==> config.mk <==
export PLATFORM = sky130hd
export DESIGN_NAME = ex_mem_stage
export DESIGN_NICKNAME = d
export VERILOG_FILES = /design/src/rtl/ex_mem_stage.sv
export SDC_FILE = /design/constraint.sdc
export NUM_CORES = 1
export LEC_CHECK = 0
export CAP_MARGIN = 20
export CORE_AREA = 2 2 162 164
export DETAILED_ROUTE_END_ITERATION = 10
export DIE_AREA = 0 0 164 166
export GPL_ROUTABILITY_DRIVEN = 0
export PLACE_DENSITY = 0.77
export SETUP_SLACK_MARGIN = 0.15
export SYNTH_ARGS = -nofsm -noshare
export SYNTH_HDL_FRONTEND = slang
export SYNTH_SLANG_ARGS = --single-unit
==> constraint.sdc <==
create_clock -name clk -period 2.6 [get_ports clk]
set_input_delay 0.52 -clock clk [delete_from_list [all_inputs] [get_ports clk]]
set_output_delay 0.52 -clock clk [all_outputs]
set_load 0.005 [all_outputs]
==> src/rtl/ex_mem_stage.sv <==
// EX/MEM pipeline register for the FIR processor core: valid/ready payload hand-off,
// branch/jump redirect generation, VMAC accumulator and retired-instruction counter.
module ex_mem_stage #(
  parameter int         XLEN     = 32,
  parameter logic [4:0] OP_VMAC  = 5'd16,
  parameter logic [2:0] CTL_JAL  = 3'd5,
  parameter logic [2:0] CTL_JALR = 3'd6
) (
  input  logic            clk,
  input  logic            rst_n,
  input  logic            in_valid,
  output logic            in_ready,
  input  logic [XLEN-1:0] in_alu_out,
  input  logic            in_branch,
  input  logic [4:0]      in_alu_op,
  input  logic [2:0]      in_alu_ctl,
  input  logic [XLEN-1:0] in_pc,
  input  logic [XLEN-1:0] in_imm,
  input  logic [XLEN-1:0] in_rs1,
  input  logic [XLEN-1:0] in_store_data,
  input  logic [4:0]      in_rd,
  input  logic            in_reg_write,
  input  logic            in_mem_read,
  input  logic            in_mem_write,
  output logic            out_valid,
  input  logic            out_ready,
  output logic [XLEN-1:0] out_result,
  output logic [XLEN-1:0] out_store_data,
  output logic [4:0]      out_rd,
  output logic            out_reg_write,
  output logic            out_mem_read,
  output logic            out_mem_write,
  output logic            redirect_valid,
  output logic [XLEN-1:0] redirect_pc,
  output logic            flush,
  output logic            misaligned,
  input  logic            accum_clear,
  output logic [XLEN-1:0] accum_data,
  output logic [31:0]     retired_count
);

  logic            accept;
  logic            is_jump;
  logic            take;
  logic [XLEN-1:0] target;

  // NOTE: in_ready is purely combinational; with no skid buffer the stage can only
  // take a new item when the slot is empty or drains this same cycle.
  // The cycle the redirect is visible, the instruction in execute is younger than
  // the branch and is being flushed, so it must not be accepted.
  assign in_ready = (!out_valid || out_ready) && !redirect_valid;
  assign accept   = in_valid && in_ready;
  assign is_jump  = (in_alu_ctl == CTL_JAL) || (in_alu_ctl == CTL_JALR);
  assign take     = accept && in_branch;
  assign flush    = redirect_valid;

  // NOTE: every variable written here gets a default first so no latch is inferred.
  always_comb begin
    target = in_pc + in_imm;
    if (in_alu_ctl == CTL_JALR) begin
      target    = in_rs1 + in_imm;
      target[0] = 1'b0;
    end
  end

  // NOTE: reset is synchronous: rst_n is only looked at on the rising clock edge,
  // and all state updates use non-blocking assignments.
  always_ff @(posedge clk) begin
    if (!rst_n) begin
      out_valid      <= 1'b0;
      out_result     <= '0;
      out_store_data <= '0;
      out_rd         <= '0;
      out_reg_write  <= 1'b0;
      out_mem_read   <= 1'b0;
      out_mem_write  <= 1'b0;
      redirect_valid <= 1'b0;
      redirect_pc    <= '0;
      misaligned     <= 1'b0;
      accum_data     <= '0;
      retired_count  <= '0;
    end else begin
      if (accept) begin
        out_valid      <= 1'b1;
        out_result     <= is_jump ? (in_pc + XLEN'(4)) : in_alu_out;
        out_store_data <= in_store_data;
        out_rd         <= in_rd;
        out_reg_write  <= in_reg_write;
        out_mem_read   <= in_mem_read;
        out_mem_write  <= in_mem_write;
        retired_count  <= retired_count + 32'd1;
      end else if (out_ready) begin
        out_valid <= 1'b0;
      end

      redirect_valid <= take;
      misaligned     <= take && (target[1:0] != 2'b00);
      if (take) begin
        redirect_pc <= target;
      end

      if (accum_clear) begin
        accum_data <= '0;
      end else if (accept && (in_alu_op == OP_VMAC)) begin
        accum_data <= in_alu_out;
      end
    end
  end

endmodule

==> results of run 1 <==
Yosys cell counts (8+ instances only):
cell type,number,area (sq um)
sky130_fd_sc_hd__a211oi_1,31,233
sky130_fd_sc_hd__a21o_1,27,203
sky130_fd_sc_hd__a21oi_1,186,931
sky130_fd_sc_hd__a311oi_1,13,114
sky130_fd_sc_hd__a31oi_1,15,93.8
sky130_fd_sc_hd__and2_1,10,62.6
sky130_fd_sc_hd__and3_1,24,150
sky130_fd_sc_hd__buf_1,9,33.8
sky130_fd_sc_hd__clkbuf_1,58,218
sky130_fd_sc_hd__dfxtp_1,171,3420
sky130_fd_sc_hd__ha_1,63,788
sky130_fd_sc_hd__inv_1,23,86.3
sky130_fd_sc_hd__nand2_1,235,882
sky130_fd_sc_hd__nand2b_1,12,75.1
sky130_fd_sc_hd__nand3_1,53,265
sky130_fd_sc_hd__nand4_1,22,138
sky130_fd_sc_hd__nor2_1,131,492
sky130_fd_sc_hd__nor3_1,16,80.1
sky130_fd_sc_hd__o211ai_1,13,97.6
sky130_fd_sc_hd__o21a_1,10,75.1
sky130_fd_sc_hd__o21ai_0,42,210
sky130_fd_sc_hd__o21ai_1,10,50.1
sky130_fd_sc_hd__o221ai_1,8,70.1
sky130_fd_sc_hd__or3_1,15,93.8
sky130_fd_sc_hd__xnor2_1,43,377
sky130_fd_sc_hd__xor2_1,52,455
power by group through the flow:
stage	registers, mW	logic (mW)	clock network (mW)
global route	2.83	2.91	2.73
CTS	2.82	2.54	2.63
finish	2.83	2.71	2.59
global placement	2.88	2.36	0
floorplan	2.87	1.10	0
detailed placement	2.88	2.41	0
placed cells by master (no fill, tap or decap), drive strengths merged, types with 15 or more instances in the layout:
master	n
nor2	131
a31oi	17
nand4	23
nor3	18
clkbuf	35
and3	24
buf	295
ha	63
inv	32
a21oi	188
nand2	235
xnor2	43
dfxtp	171
clkdlybuf4s50	280
nand3	53
dlymetal6s2s	19
a21o	27
o21ai	52
a211oi	32
dlygate4sd2	21
or3	15
xor2	52
per-stage QoR:
step,util [%],setup slack [ns]
3_3_place_gp,64.0,-0.795
5_1_grt,70.1,0.123
6_report,70.1,0.158
2_1_floorplan,-,0.0275
4_1_cts,68.4,0.151
3_5_place_dp,64.0,-0.889
state kept, by name, summed over array words and instances, names as in the netlist, 5 cells and up:
register        flops
accum_data         32
out_rd              5
out_result         32
out_store_data     32
redirect_pc        32
retired_count      32
repair_timing:
item,CTS,global route
setup endpoints to repair,30,17
gates resized for setup,150,122
gates cloned,0,0
buffers inserted,16,11
pin swaps,64,74
area by class of cell:
cell class / instances / share of cell area (%)
antenna: 7 / 0.0976
clock inverter: 15 / 0.955
sequential: 171 / 19.1
timing repair buffer: 641 / 31.8
multi-input combinational: 1119 / 42.8
inverter: 24 / 0.530
clock buffer: 17 / 2.37
tap: 335 / 2.33
routing by layer:
layer | routed length [microns] | track usage [%]
met1 | 16800 | 36.2
met2 | 20700 | 51.4
met3 | 3400 | 5.12
met4 | 1960 | 13.4
met5 | 0 | 0
critical path, stage by stage:
cell and delay [ns]:
sky130_fd_sc_hd__dlygate4sd2_1 0.27, sky130_fd_sc_hd__ha_4 0.30, sky130_fd_sc_hd__buf_4 0.11, sky130_fd_sc_hd__nand2_1 0.07, sky130_fd_sc_hd__o21ai_1 0.23, sky130_fd_sc_hd__nand4_1 0.17, sky130_fd_sc_hd__nand3_2 0.14, sky130_fd_sc_hd__o211ai_1 0.17
sky130_fd_sc_hd__and3_1 0.19, sky130_fd_sc_hd__or4_1 0.50, sky130_fd_sc_hd__nor2_1 0.12
path summary, 6_finish.rpt:
check | cells past startpoint | slack, ns | to | start
max | 11 | 0.16 | redirect_pc[27] | in_rs1[8]
min | 2 | 0.46 | accum_data[22] | accum_data[22]
max reg2reg | 8 | 0.46 | retired_count[31] | retired_count[3]
min reg2reg | 2 | 0.46 | accum_data[22] | accum_data[22]
kinds of logic after synthesis:
logic type      Yosys count
simple gates            548
compound gates          405
flops                   171
buf+inv                  98
xor+xnor                 95
fa+ha+maj                65
mux                       6
==> load_flow_metrics.sql, run 1 <==
INSERT INTO impl_metrics (metric_group, metric, value, unit) VALUES
('cts', 'cts_max_level', '4', ''),
('cts', 'cts-root-buf', 'sky130_fd_sc_hd__clkbuf_16', ''),
('timing', 'timing_hold_violations_final', '0', ''),
('finish', 'design_area', '0.0180', 'sq mm'),
('global_routing', 'global_route.usage.total', '29.9', '%'),
('logic_synthesis', 'synth_fp_nets', '1635', ''),
('logic_synthesis', 'post_synth_and_or_nand_nor_area_fraction', '23.5', '%'),
('floorplanning', 'dieArea', '0.0272', 'sq mm'),
('cts', 'numCtsBuffers', '17', ''),
('floorplanning', 'die-height', '166', 'microns'),
('global_routing', 'number_of_global_route_vias_before_repair', '12405', ''),
('logic_synthesis', 'synth.yosys.seq_area_share', '32.5', '%'),
('setup_path', 'criticalPathCategory', 'input port to flip-flop', ''),
('place', 'hpwl', '32.9', 'mm'),
('floorplanning', 'rows', '59', ''),
('place', 'placedInstanceArea', '0.0164', 'sq mm'),
('route', 'drtPass1Iterations', '6', ''),
('cts', 'path_clk_slew', '0.07', 'ns'),
('floorplanning', 'dieWidth', '164', 'microns'),
('cts', 'cts_tree', 'built', ''),
('route', 'via_per_inst', '5.58', ''),
('route', 'drc_markers', '0', ''),
('timing', 'timing_worst_slew_pin_value', '0.444', 'ns'),
('global_routing', 'maximum_number_of_pins_on_one_net_before_global_route_repair', '62', ''),
('global_routing', 'grt_first_pass_wirelength', '64.9', 'mm'),
('floorplanning', 'design.core.area', '0.0256', 'sq mm'),
('pwr', 'power_leakage', '7.24', 'nW'),
('finish', 'proportion_of_layout_cells_with_a_drive_suffix_above_1', '24.3', '%'),
('logic_synthesis', 'number_of_enable_flip_flop_cells_after_synthesis', '0', ''),
('logic_synthesis', 'synth_top_flop_cell', 'sky130_fd_sc_hd__dfxtp_1', ''),
('setup_path', 'startpoint_types', 'input port', ''),
('logic_synthesis', 'muxShareOfSynthArea', '0.570', '%'),
('route', 'routed_wirelength', '42.8', 'mm'),
('place', 'dp.cells', '2263', ''),
('timing', 'setup-tns-final', '0', 'ns'),
('logic_synthesis', 'synthesis.yosys.warnings', '0', ''),
('finish', 'n_fill_cell', '1899', ''),
('pwr', 'worst_ir_drop_vdd', '464', 'uV'),
('run', 'timing.max_cap.violations', '0', ''),
('timing', 'final.setup_skew', '0.0177', 'ns'),
('pwr', 'p_int', '5.48', 'mW'),
('cts', 'worstSkewPairLatency', '0.44', 'ns'),
('finish', 'final_cell_count_no_fill', '2329', ''),
('setup_path', 'crit_path_max_fanout', '3', ''),
('cts', 'hold_buffers', '0', ''),
('pwr', 'clock_power_share', '31.8', '%'),
('logic_synthesis', 'post_synthesis_cell_count', '1388', ''),
('global_routing', 'total_global_routing_overflow', '0', ''),
('timing', 'slew_headroom', '70.4', '%'),
('timing', 'unrepaired_setup_endpoints_after_global_routing', 'true', ''),
('pwr', 'power_switching', '2.64', 'mW'),
('outcome', 'status', 'completed', ''),
('logic_synthesis', 'ys_async_sr_fraction', '0', '%'),
('timing', 'holdWs', '0.456', 'ns'),
('pwr', 'net_switching_share_of_the_total_power', '32.6', '%'),
('pwr', 'power_per_cell_area', '453', 'mW/mm^2'),
('timing', 'setup_violating_endpoint_count_in_the_final_report', '0', ''),
('logic_synthesis', 'post_synth_fa_ha_maj_area_fraction', '7.86', '%'),
('floorplanning', 'io_pins', '355', ''),
('pwr', 'seqPwrFrac', '34.8', '%'),
('timing', 'max_freq', '410', 'MHz'),
('setup_path', 'critPathRequiredTime', '2.96', 'ns'),
('timing', 'timing.final.crit_period', '2.44', 'ns'),
('setup_path', 'end_kind', 'flip-flop', ''),
('timing', 'timing.final.max_slew_violations', '0', ''),
('route', 'drt_first_iter_violations', '1210', ''),
('pwr', 'power_frac_comb', '33.4', '%'),
('finish', 'final_net_count', '2221', ''),
('timing', 'final_min_period_over_clock_period', '93.9', '%'),
('logic_synthesis', 'synth_top_family_by_area', 'compound AO/OA/AOI/OAI gates', ''),
('floorplanning', 'starting_density_of_the_core', '41.1', '%');
Power figures use the tool's default switching activity.
==> run 2, diff against run 1 <==
--- a/config.mk
+++ b/config.mk
@@ -5,6 +5,7 @@
 export SDC_FILE = /design/constraint.sdc
 export NUM_CORES = 1
 export LEC_CHECK = 0
+export ABC_AREA = 0
 export CAP_MARGIN = 20
 export CORE_AREA = 2 2 162 164
 export DETAILED_ROUTE_END_ITERATION = 10
==> results of run 2 <==
The final DEF is identical to that of run 1; final timing and power are the same.
